===== config.mk =====
export PLATFORM = sky130hd
export DESIGN_NAME = risc_core
export DESIGN_NICKNAME = d
export VERILOG_FILES = /design/src/rtl/risc_core.sv
export SDC_FILE = /design/constraint.sdc
export NUM_CORES = 1
export LEC_CHECK = 0
export CAP_MARGIN = 30
export CORE_MARGIN = 5
export CORE_UTILIZATION = 62
export CTS_CLUSTER_DIAMETER = 200
export DETAILED_ROUTE_END_ITERATION = 6
export GPL_TIMING_DRIVEN = 1
export PLACE_DENSITY = 0.8
export SLEW_MARGIN = 10
export SYNTH_ARGS = -nofsm -noshare
export SYNTH_HDL_FRONTEND = slang
export SYNTH_SLANG_ARGS = --single-unit
export TNS_END_PERCENT = 100

===== constraint.sdc =====
create_clock -name clk -period 4.8 [get_ports clk]
set_input_delay 0.72 -clock clk [delete_from_list [all_inputs] [get_ports clk]]
set_output_delay 0.72 -clock clk [all_outputs]
set_load 0.02 [all_outputs]

===== src/rtl/risc_core.sv =====
// Multicycle 16-bit load/store core sharing one memory port for fetch and data.
// Define RISC_CORE_BRANCH_EN to decode opcode 001/op 00 as a conditional branch.
module risc_core #(
  parameter int DATA_W   = 16,
  parameter int ADDR_W   = 9,
  parameter int RESET_PC = 0
) (
  input  logic              clk,
  input  logic              reset,
  input  logic [DATA_W-1:0] read_data,
  input  logic              mem_ready,
  output logic [1:0]        mem_cmd,
  output logic [ADDR_W-1:0] mem_addr,
  output logic [DATA_W-1:0] write_data,
  output logic [2:0]        status,
  output logic              halted
);

  typedef enum logic [3:0] {
    S_RST, S_IF, S_DEC, S_GETA, S_GETB, S_EXEC,
    S_WB, S_ADDR, S_MRD, S_GETD, S_MWR, S_HALT
  } state_t;

  state_t            state;
  logic [ADDR_W-1:0] pc;
  logic [ADDR_W-1:0] addr_reg;
  logic [15:0]       ir;
  logic [DATA_W-1:0] regs [8];
  logic [DATA_W-1:0] a;
  logic [DATA_W-1:0] b;
  logic [DATA_W-1:0] c;
  logic [DATA_W-1:0] data_reg;

  logic [2:0]        opcode;
  logic [1:0]        op;
  logic [2:0]        rn;
  logic [2:0]        rd;
  logic [1:0]        sh_code;
  logic [2:0]        rm;
  logic [DATA_W-1:0] sximm8;
  logic [DATA_W-1:0] sximm5;
  logic [DATA_W-1:0] rm_val;
  logic [DATA_W-1:0] rm_sh;
  logic [DATA_W-1:0] diff;
  logic [DATA_W-1:0] alu_out;
  logic              cmp_v;
  logic              is_movi, is_movr, is_alu, is_cmp, is_ldr, is_str, is_halt;

  assign opcode  = ir[15:13];
  assign op      = ir[12:11];
  assign rn      = ir[10:8];
  assign rd      = ir[7:5];
  assign sh_code = ir[4:3];
  assign rm      = ir[2:0];
  assign sximm8  = {{(DATA_W-8){ir[7]}}, ir[7:0]};
  assign sximm5  = {{(DATA_W-5){ir[4]}}, ir[4:0]};

  assign is_movi = (opcode == 3'b110) && (op == 2'b10);
  assign is_movr = (opcode == 3'b110) && (op == 2'b00);
  assign is_alu  = (opcode == 3'b101);
  assign is_cmp  = is_alu && (op == 2'b01);
  assign is_ldr  = (opcode == 3'b011) && (op == 2'b00);
  assign is_str  = (opcode == 3'b100) && (op == 2'b00);
  assign is_halt = (opcode == 3'b111) && (op == 2'b00);

  always_comb begin
    rm_val = regs[rm];
    case (sh_code)
      2'b01:   rm_sh = rm_val << 1;
      2'b10:   rm_sh = rm_val >> 1;
      2'b11:   rm_sh = {rm_val[DATA_W-1], rm_val[DATA_W-1:1]};
      default: rm_sh = rm_val;
    endcase
  end

  always_comb begin
    diff    = a - b;
    cmp_v   = (a[DATA_W-1] != b[DATA_W-1]) && (diff[DATA_W-1] != a[DATA_W-1]);
    alu_out = b;
    if (is_alu) begin
      case (op)
        2'b00:   alu_out = a + b;
        2'b10:   alu_out = a & b;
        2'b11:   alu_out = ~b;
        default: alu_out = diff;
      endcase
    end
  end

`ifdef RISC_CORE_BRANCH_EN
  logic is_branch;
  logic take_branch;

  // Condition codes live in the Rn field; status is {N,V,Z}.
  always_comb begin
    is_branch = (opcode == 3'b001) && (op == 2'b00);
    case (rn)
      3'b000:  take_branch = 1'b1;
      3'b001:  take_branch = status[0];
      3'b010:  take_branch = !status[0];
      3'b011:  take_branch = status[2] ^ status[1];
      3'b100:  take_branch = (status[2] ^ status[1]) | status[0];
      default: take_branch = 1'b0;
    endcase
  end
`endif

  always_ff @(posedge clk or negedge reset) begin
    if (!reset) begin
      state    <= S_RST;
      pc       <= ADDR_W'(RESET_PC);
      ir       <= '0;
      status   <= '0;
      addr_reg <= '0;
      a        <= '0;
      b        <= '0;
      c        <= '0;
      data_reg <= '0;
      for (int i = 0; i < 8; i++) regs[i] <= '0;
    end else begin
      case (state)
        S_RST: state <= S_IF;
        S_IF: begin
          if (mem_ready) begin
            ir    <= read_data[15:0];
            pc    <= pc + ADDR_W'(1);
            state <= S_DEC;
          end
        end
        S_DEC: begin
          if (is_movi) state <= S_WB;
          else if (is_movr || is_alu || is_ldr || is_str) state <= S_GETA;
          else if (is_halt) state <= S_HALT;
`ifdef RISC_CORE_BRANCH_EN
          else if (is_branch && take_branch) begin
            pc    <= pc + ADDR_W'(sximm8);
            state <= S_IF;
          end
`endif
          else state <= S_IF;
        end
        // Operands are captured here so a write to a source register cannot disturb them.
        S_GETA: begin
          a     <= regs[rn];
          state <= (is_ldr || is_str) ? S_ADDR : S_GETB;
        end
        S_GETB: begin
          b     <= rm_sh;
          state <= S_EXEC;
        end
        S_EXEC: begin
          if (is_cmp) begin
            status <= {diff[DATA_W-1], cmp_v, (diff == '0)};
            state  <= S_IF;
          end else begin
            c     <= alu_out;
            state <= S_WB;
          end
        end
        S_WB: begin
          if (is_movi) regs[rn] <= sximm8;
          else regs[rd] <= c;
          state <= S_IF;
        end
        S_ADDR: begin
          addr_reg <= ADDR_W'(a + sximm5);
          state    <= is_ldr ? S_MRD : S_GETD;
        end
        S_MRD: begin
          if (mem_ready) begin
            regs[rd] <= read_data;
            state    <= S_IF;
          end
        end
        S_GETD: begin
          data_reg <= regs[rd];
          state    <= S_MWR;
        end
        S_MWR: if (mem_ready) state <= S_IF;
        S_HALT: state <= S_HALT;
        default: state <= S_RST;
      endcase
    end
  end

  assign mem_cmd    = (state == S_IF || state == S_MRD) ? 2'b01 :
                      (state == S_MWR)                  ? 2'b10 : 2'b00;
  assign mem_addr   = (state == S_IF) ? pc : addr_reg;
  assign write_data = data_reg;
  assign halted     = (state == S_HALT);

endmodule


==> results of run 1 <==
[power by group through the flow]
stage / logic, mW / registers (mW) / clock network, mW
final: 6.61 / 3.24 / 2.00
after global routing: 7.05 / 3.29 / 2.08
after CTS: 6.36 / 3.20 / 1.99
after detailed placement: 6.32 / 3.22 / 0
after global placement: 6.18 / 3.20 / 0
after floorplan: 4.57 / 2.87 / 0
[worst max-delay path, stage by stage, from the launching register on]
cell,delay (ps)
dfrtp_1,610
inv_1,160
nor2_1,460
nand2_4,510
nand2b_1,210
clkdlybuf4s50_1,620
[area by class of cell]
type | instances | area [um2]
Multi-Input combinational cell | 1513 | 9870
Fill cell | 2071 | 8070
Sequential cell | 233 | 5840
Timing Repair Buffer | 104 | 967
Clock buffer | 36 | 708
Tap cell | 335 | 419
Inverter | 41 | 154
Clock inverter | 10 | 111
[worst min path at each step]
stage,endpoint,cells past startpoint
2_1_floorplan,a[0],0
3_3_place_gp,pc[8],1
3_5_place_dp,pc[8],1
4_1_cts,pc[7],1
5_1_grt,pc[7],1
6_report,pc[8],1
[layer usage]
| metal | global-route usage [%] | part of all wire, % | wire length (um) | vias up |
|---|---|---|---|---|
| met4 | 23.3 | 7.7 | 4690 | 2 |
| met2 | 56.1 | 41 | 24900 | 1353 |
| met1 | 50.7 | 36 | 22100 | 7804 |
| li1 | - | - | - | 7159 |
| met5 | 0 | 0.064 | 39 | - |
| met3 | 15.0 | 15 | 9020 | 365 |
[stage by stage]
stage | hold slack, ps | util, % | total power, mW | setup slack (ps)
4_1_cts | 320 | 68.9 | 11.6 | 994
6_report | 274 | 69.1 | 11.8 | 948
5_1_grt | 354 | 69.1 | 12.4 | 820
2_1_floorplan | 424 | - | 7.44 | 2310
3_3_place_gp | 455 | 65.6 | 9.38 | 1440
3_5_place_dp | 460 | 65.8 | 9.55 | 1310
[logic make-up (layout without fill, tap and decap cells)]
kind of cell	Yosys count	count (layout)	share of synthesized area, %
AO/OA/AOI/OAI	744	744	28.1
buffers and inverters	215	191	5.29
multiplexers	144	144	12.2
XOR/XNOR	36	36	1.91
AND/OR/NAND/NOR	546	546	13.9
adder cells (fa/ha/maj)	43	43	3.39
flip-flops	233	233	35.2
[layout by cell type, fill, tap and decap left out, types with 8 or more instances in the layout]
master,count
o22ai_1,60
clkbuf_1,8
o21ai_0,251
a22oi_1,147
nand2b_1,18
mux2i_1,58
a31oi_1,22
xnor2_1,29
inv_1,40
mux2_2,45
nor2b_1,13
nand4_1,8
clkdlybuf4s50_1,48
o21ai_1,33
nor2_1,131
a21oi_1,107
ha_1,40
mux4_2,41
nor3_1,17
dfrtp_1,227
nand3_1,24
clkbuf_16,26
nand2_1,294
a221oi_1,35
buf_4,49
o211ai_1,25
==> flow_metrics.env, run 1 <==
export IMPL_slew_viol_final=0
export IMPL_root_buffer="clkbuf_16"
export IMPL_max_freq_mhz=260
export IMPL_row_count=59
export IMPL_clockPowerShare_pct=16.9
export IMPL_syn_inst=1961
export IMPL_clockBufferDepth=3
export IMPL_rsz0062_at_grt="no"
export IMPL_finalInstanceArea_um2=18100
export IMPL_diodes=0
export IMPL_grt_pass1_vias=16161
export IMPL_placed_cells=2222
export IMPL_io_buffer_count=49
export IMPL_p_comb_share_pct=55.8
export IMPL_post_drt_wl_per_cell_um=26.8
export IMPL_dpl_cell_area_um2=17200
export IMPL_die_width_um=173
export IMPL_area_delta_synth_final_pct=9.20
export IMPL_ys_seq_area_share_pct=35.2
export IMPL_drtIter0Drc=2838
export IMPL_hold_buffers=0
export IMPL_overflow=0
export IMPL_first_pass_iters=7
export IMPL_p_seq_share_pct=27.3
export IMPL_die_h_um=173
export IMPL_fin_crit_sh_pct=80.3
export IMPL_synth_commonest_cells="295 x nand2_1, 251 x o21ai_0, 233 x dfrtp_1"
export IMPL_clkSlewWorstSetupHoldPaths_ps=60
export IMPL_synth_area_per_cell_um2=8.44
export IMPL_ys_flop_type="dfrtp_1"
export IMPL_worstPathRequired_ps=4080
export IMPL_crit_path_end_kind="output pin"
export IMPL_syn_num_nets=2023
export IMPL_power_density_nw_per_um2=656
export IMPL_largest_reg_flops=128
export IMPL_drc_errors=45
export IMPL_dpl_hpwl_um=40500
export IMPL_cts_tree="built"
export IMPL_worstSetupEndpoint="mem_cmd[0]"
export IMPL_ios=50
export IMPL_ff2ff_setup_slack_ps=1300
export IMPL_syn_area_um2=16500
export IMPL_coreArea_um2=26100
export IMPL_reg2reg_from="ir[7]"
export IMPL_die_area_um2=30000
export IMPL_setup_viol=0
export IMPL_slew_headroom_pct=21.6
export IMPL_numCtsBuffers=26
export IMPL_grt_pass1_wl_um=93900
export IMPL_ys_top_cells_by_area="dfrtp_1 35%, o21ai_0 7.6%, nand2_1 6.7%"
export IMPL_finalCriticalPeriod_ps=3850
export IMPL_vias_per_cell=7.34
export IMPL_crit_path_max_fanout=56
export IMPL_status="finished, violations left"
export IMPL_tns_ps=0
export IMPL_p_int_mw=6.00
export IMPL_leakagePower_nw=7.13
export IMPL_nets=1981
export IMPL_ys_types=71
export IMPL_post_cts_resized=0
export IMPL_path_class="reg2out"
export IMPL_yosysTopAreaCell="dfrtp_1"
export IMPL_worstMarginPinSlew_ps=1170
export IMPL_reg2reg_to="regs[110]"
export IMPL_worstSkewPairLatency_ps=560
export IMPL_final_cells=2272
export IMPL_ir_drop_mv=0.326
export IMPL_switchingPower_mw=5.85
export IMPL_maxCapViolations=0
export IMPL_finalHoldViolCount=0
export IMPL_clock_sinks=233
export IMPL_ys_seq_elements=233
export IMPL_place_congestion=1.01
export IMPL_violations="design-rule violations"
export IMPL_htree_levels=1
export IMPL_ant_nets=0
export IMPL_routed_wirelength_um=60800
export IMPL_post_cts_setup_buffers=0
export IMPL_num_vias=16683
export IMPL_grt_max_degree=121
export IMPL_finClkSkew_ps=35.1
export IMPL_start_kind="flop"
export IMPL_synth_top_area_share_pct=35.2
export IMPL_r2r_cells=8
export IMPL_synth_most_common_cell="nand2_1"
export IMPL_cp_startpoint="state[3]"
export IMPL_layout_drive_gt1_share_pct=10.7
export IMPL_start_util_pct=63.3
export IMPL_antenna_found_initial=1
export IMPL_synthArstFlopShare_pct=100
export IMPL_yosys_warnings=0
export IMPL_netSwitchingFraction_pct=49.3
export IMPL_synth_edff_count=0
export IMPL_hp_class="in2async"
export IMPL_grt_usage_pct=39.2
export IMPL_crit_arrival_ps=3130
export IMPL_top_register="regs"
No activity file was read; power rests on OpenSTA's default activity.
==> run 2: changes to the inputs <==
- clock period: 4.8 -> 3.6 ns (I/O delays scaled with it)
==> run 2 against run 1 <==
Effect of this change: the run still ends with design-rule violations left; clock skew increased by 17 ps; via count increased by 2.1%; register-to-register slack got worse by 530 ps; wire length increased by 1.8%; first-iteration DRC count increased by 0.99%; utilization increased by 1.2 points; non-clock buffer count increased by 39; sequential share of layout area decreased by 0.55 points; clock power increased by 35%; count of clock-buffer cells in the layout increased by 4; sequential power increased by 31%; critical endpoint is now mem_addr[7]; highest routed layer unchanged.
==> flow_metrics.env, run 2 (synthesized netlist as in run 1, its figures left out) <==
export IMPL_reg2reg_to="status[0]"
export IMPL_top_register="regs"
export IMPL_finalHoldViolCount=0
export IMPL_cts_tree="built"
export IMPL_coreArea_um2=26100
export IMPL_nets=2021
export IMPL_reg2reg_from="a[0]"
export IMPL_worstMarginPinSlew_ps=1110
export IMPL_slew_headroom_pct=25.5
export IMPL_die_width_um=173
export IMPL_cp_startpoint="state[1]"
export IMPL_ff2ff_setup_slack_ps=770
export IMPL_htree_levels=1
export IMPL_r2r_cells=11
export IMPL_slew_viol_final=0
export IMPL_setup_ws_ps=290
export IMPL_first_pass_iters=7
export IMPL_holdWs_ps=17.6
export IMPL_placed_cells=2265
export IMPL_post_cts_setup_buffers=0
export IMPL_post_cts_resized=0
export IMPL_grt_pass1_wl_um=94300
export IMPL_fin_crit_sh_pct=92.0
export IMPL_place_congestion=1.01
export IMPL_row_count=59
export IMPL_wl_met1_um=22100
export IMPL_crit_path_end_kind="output pin"
export IMPL_die_h_um=173
export IMPL_grt_usage_pct=39.7
export IMPL_clock_sinks=233
export IMPL_clockBufferDepth=3
export IMPL_drc_errors=87
export IMPL_io_buffer_count=49
export IMPL_power_mw=16.0
export IMPL_highest_layer="met5"
export IMPL_path_class="reg2out"
export IMPL_worstSkewPairLatency_ps=580
export IMPL_start_util_pct=63.3
export IMPL_rsz0062_at_grt="no"
export IMPL_tns_ps=0
export IMPL_routed_wirelength_um=61900
export IMPL_clkSlewWorstSetupHoldPaths_ps=60
export IMPL_antenna_found_initial=1
export IMPL_violations="design-rule violations"
export IMPL_max_freq_mhz=302
export IMPL_drtIter0Drc=2866
export IMPL_num_vias=17036
export IMPL_vias_per_cell=7.37
export IMPL_post_drt_wl_per_cell_um=26.8
export IMPL_grt_pass1_vias=16039
export IMPL_worstPathRequired_ps=3060
export IMPL_setup_viol=0
export IMPL_hp_class="in2async"
export IMPL_largest_reg_flops=128
export IMPL_start_kind="flop"
export IMPL_root_buffer="clkbuf_16"
export IMPL_status="finished, violations left"
export IMPL_place_ws_ps=781
export IMPL_nFillCells=2099
export IMPL_die_area_um2=30000
export IMPL_finClkSkew_ps=52.5
export IMPL_crit_arrival_ps=2770
export IMPL_hold_buffers=0
export IMPL_ios=50
export IMPL_overflow=0
export IMPL_met2_length_um=26100
export IMPL_grt_max_degree=99
export IMPL_finalCriticalPeriod_ps=3310
export IMPL_ant_nets=0
export IMPL_final_cells=2311
export IMPL_numCtsBuffers=27
export IMPL_dr_wl_met3_um=8610
export IMPL_crit_path_max_fanout=18
export IMPL_area_delta_synth_final_pct=11.1
export IMPL_dpl_hpwl_um=42600
export IMPL_maxCapViolations=0
export IMPL_mostFrequentLayoutCell="nand2_1"
export IMPL_power_density_nw_per_um2=873
export IMPL_leakagePower_nw=7.32
export IMPL_ir_drop_mv=0.422
export IMPL_layout_common_cells="294 x nand2_1, 251 x o21ai_0, 227 x dfrtp_1, 147 x a22oi_1, 135 x nor2_1"
export IMPL_layout_drive_gt1_share_pct=12.3
-- run 2: changes by cell type in the layout (fill, tap and decap cells not counted), moves of 3 or more --
cell and delta:
buf_4 +39, buf_12 +5, clkinv_2 -4, nor2_1 +4, nor2_2 -4, buf_8 -3
clkbuf_8 +3
-- run 2: worst max path at each step --
stage                             end
after floorplan             status[0]
after global placement      status[0]
after detailed placement    status[0]
after CTS                 mem_addr[7]
after global routing      mem_addr[7]
final                     mem_addr[7]
-- run 2: cell type report --
type | count | area, um2 | area share, %
clock buffer | 40 | 774 | 4.22
timing repair buffer | 143 | 1280 | 6.95
tap | 335 | 419 | 2.28
multi-input combinational | 1513 | 9860 | 53.6
antenna | 1 | 2.50 | 0.0136
clock inverter | 5 | 53.8 | 0.293
sequential | 233 | 5840 | 31.8
inverter | 41 | 154 | 0.838
-- run 2: critical path: stages, from the launching register on --
cell	delay, ps
dfrtp_1	570
nand2b_1	310
nor3_1	200
buf_4	240
mux2_2	360
clkdlybuf4s50_1	550
-- run 2: per-stage QoR --
stage          instance area (um2)  utilization [%]
2_1_floorplan                16500                -
3_5_place_dp                 17500             67.1
5_1_grt                      18400             70.3
4_1_cts                      18400             70.3
3_3_place_gp                 17500             67.1
6_report                     18400             70.3
-- run 2: layer usage --
metal | vias to the layer above | GRT usage, %
li1 | 7254 | -
met1 | 7926 | 51.1
met2 | 1454 | 59.3
met3 | 400 | 11.6
met4 | 2 | 24.4
met5 | - | 0
-- run 2: power by group --
group	internal, mW	total [mW]	switching (mW)
registers	3.27	4.24	0.970
logic	3.36	9.10	5.75
clock network	1.54	2.69	1.15
total	8.17	16.0	7.86
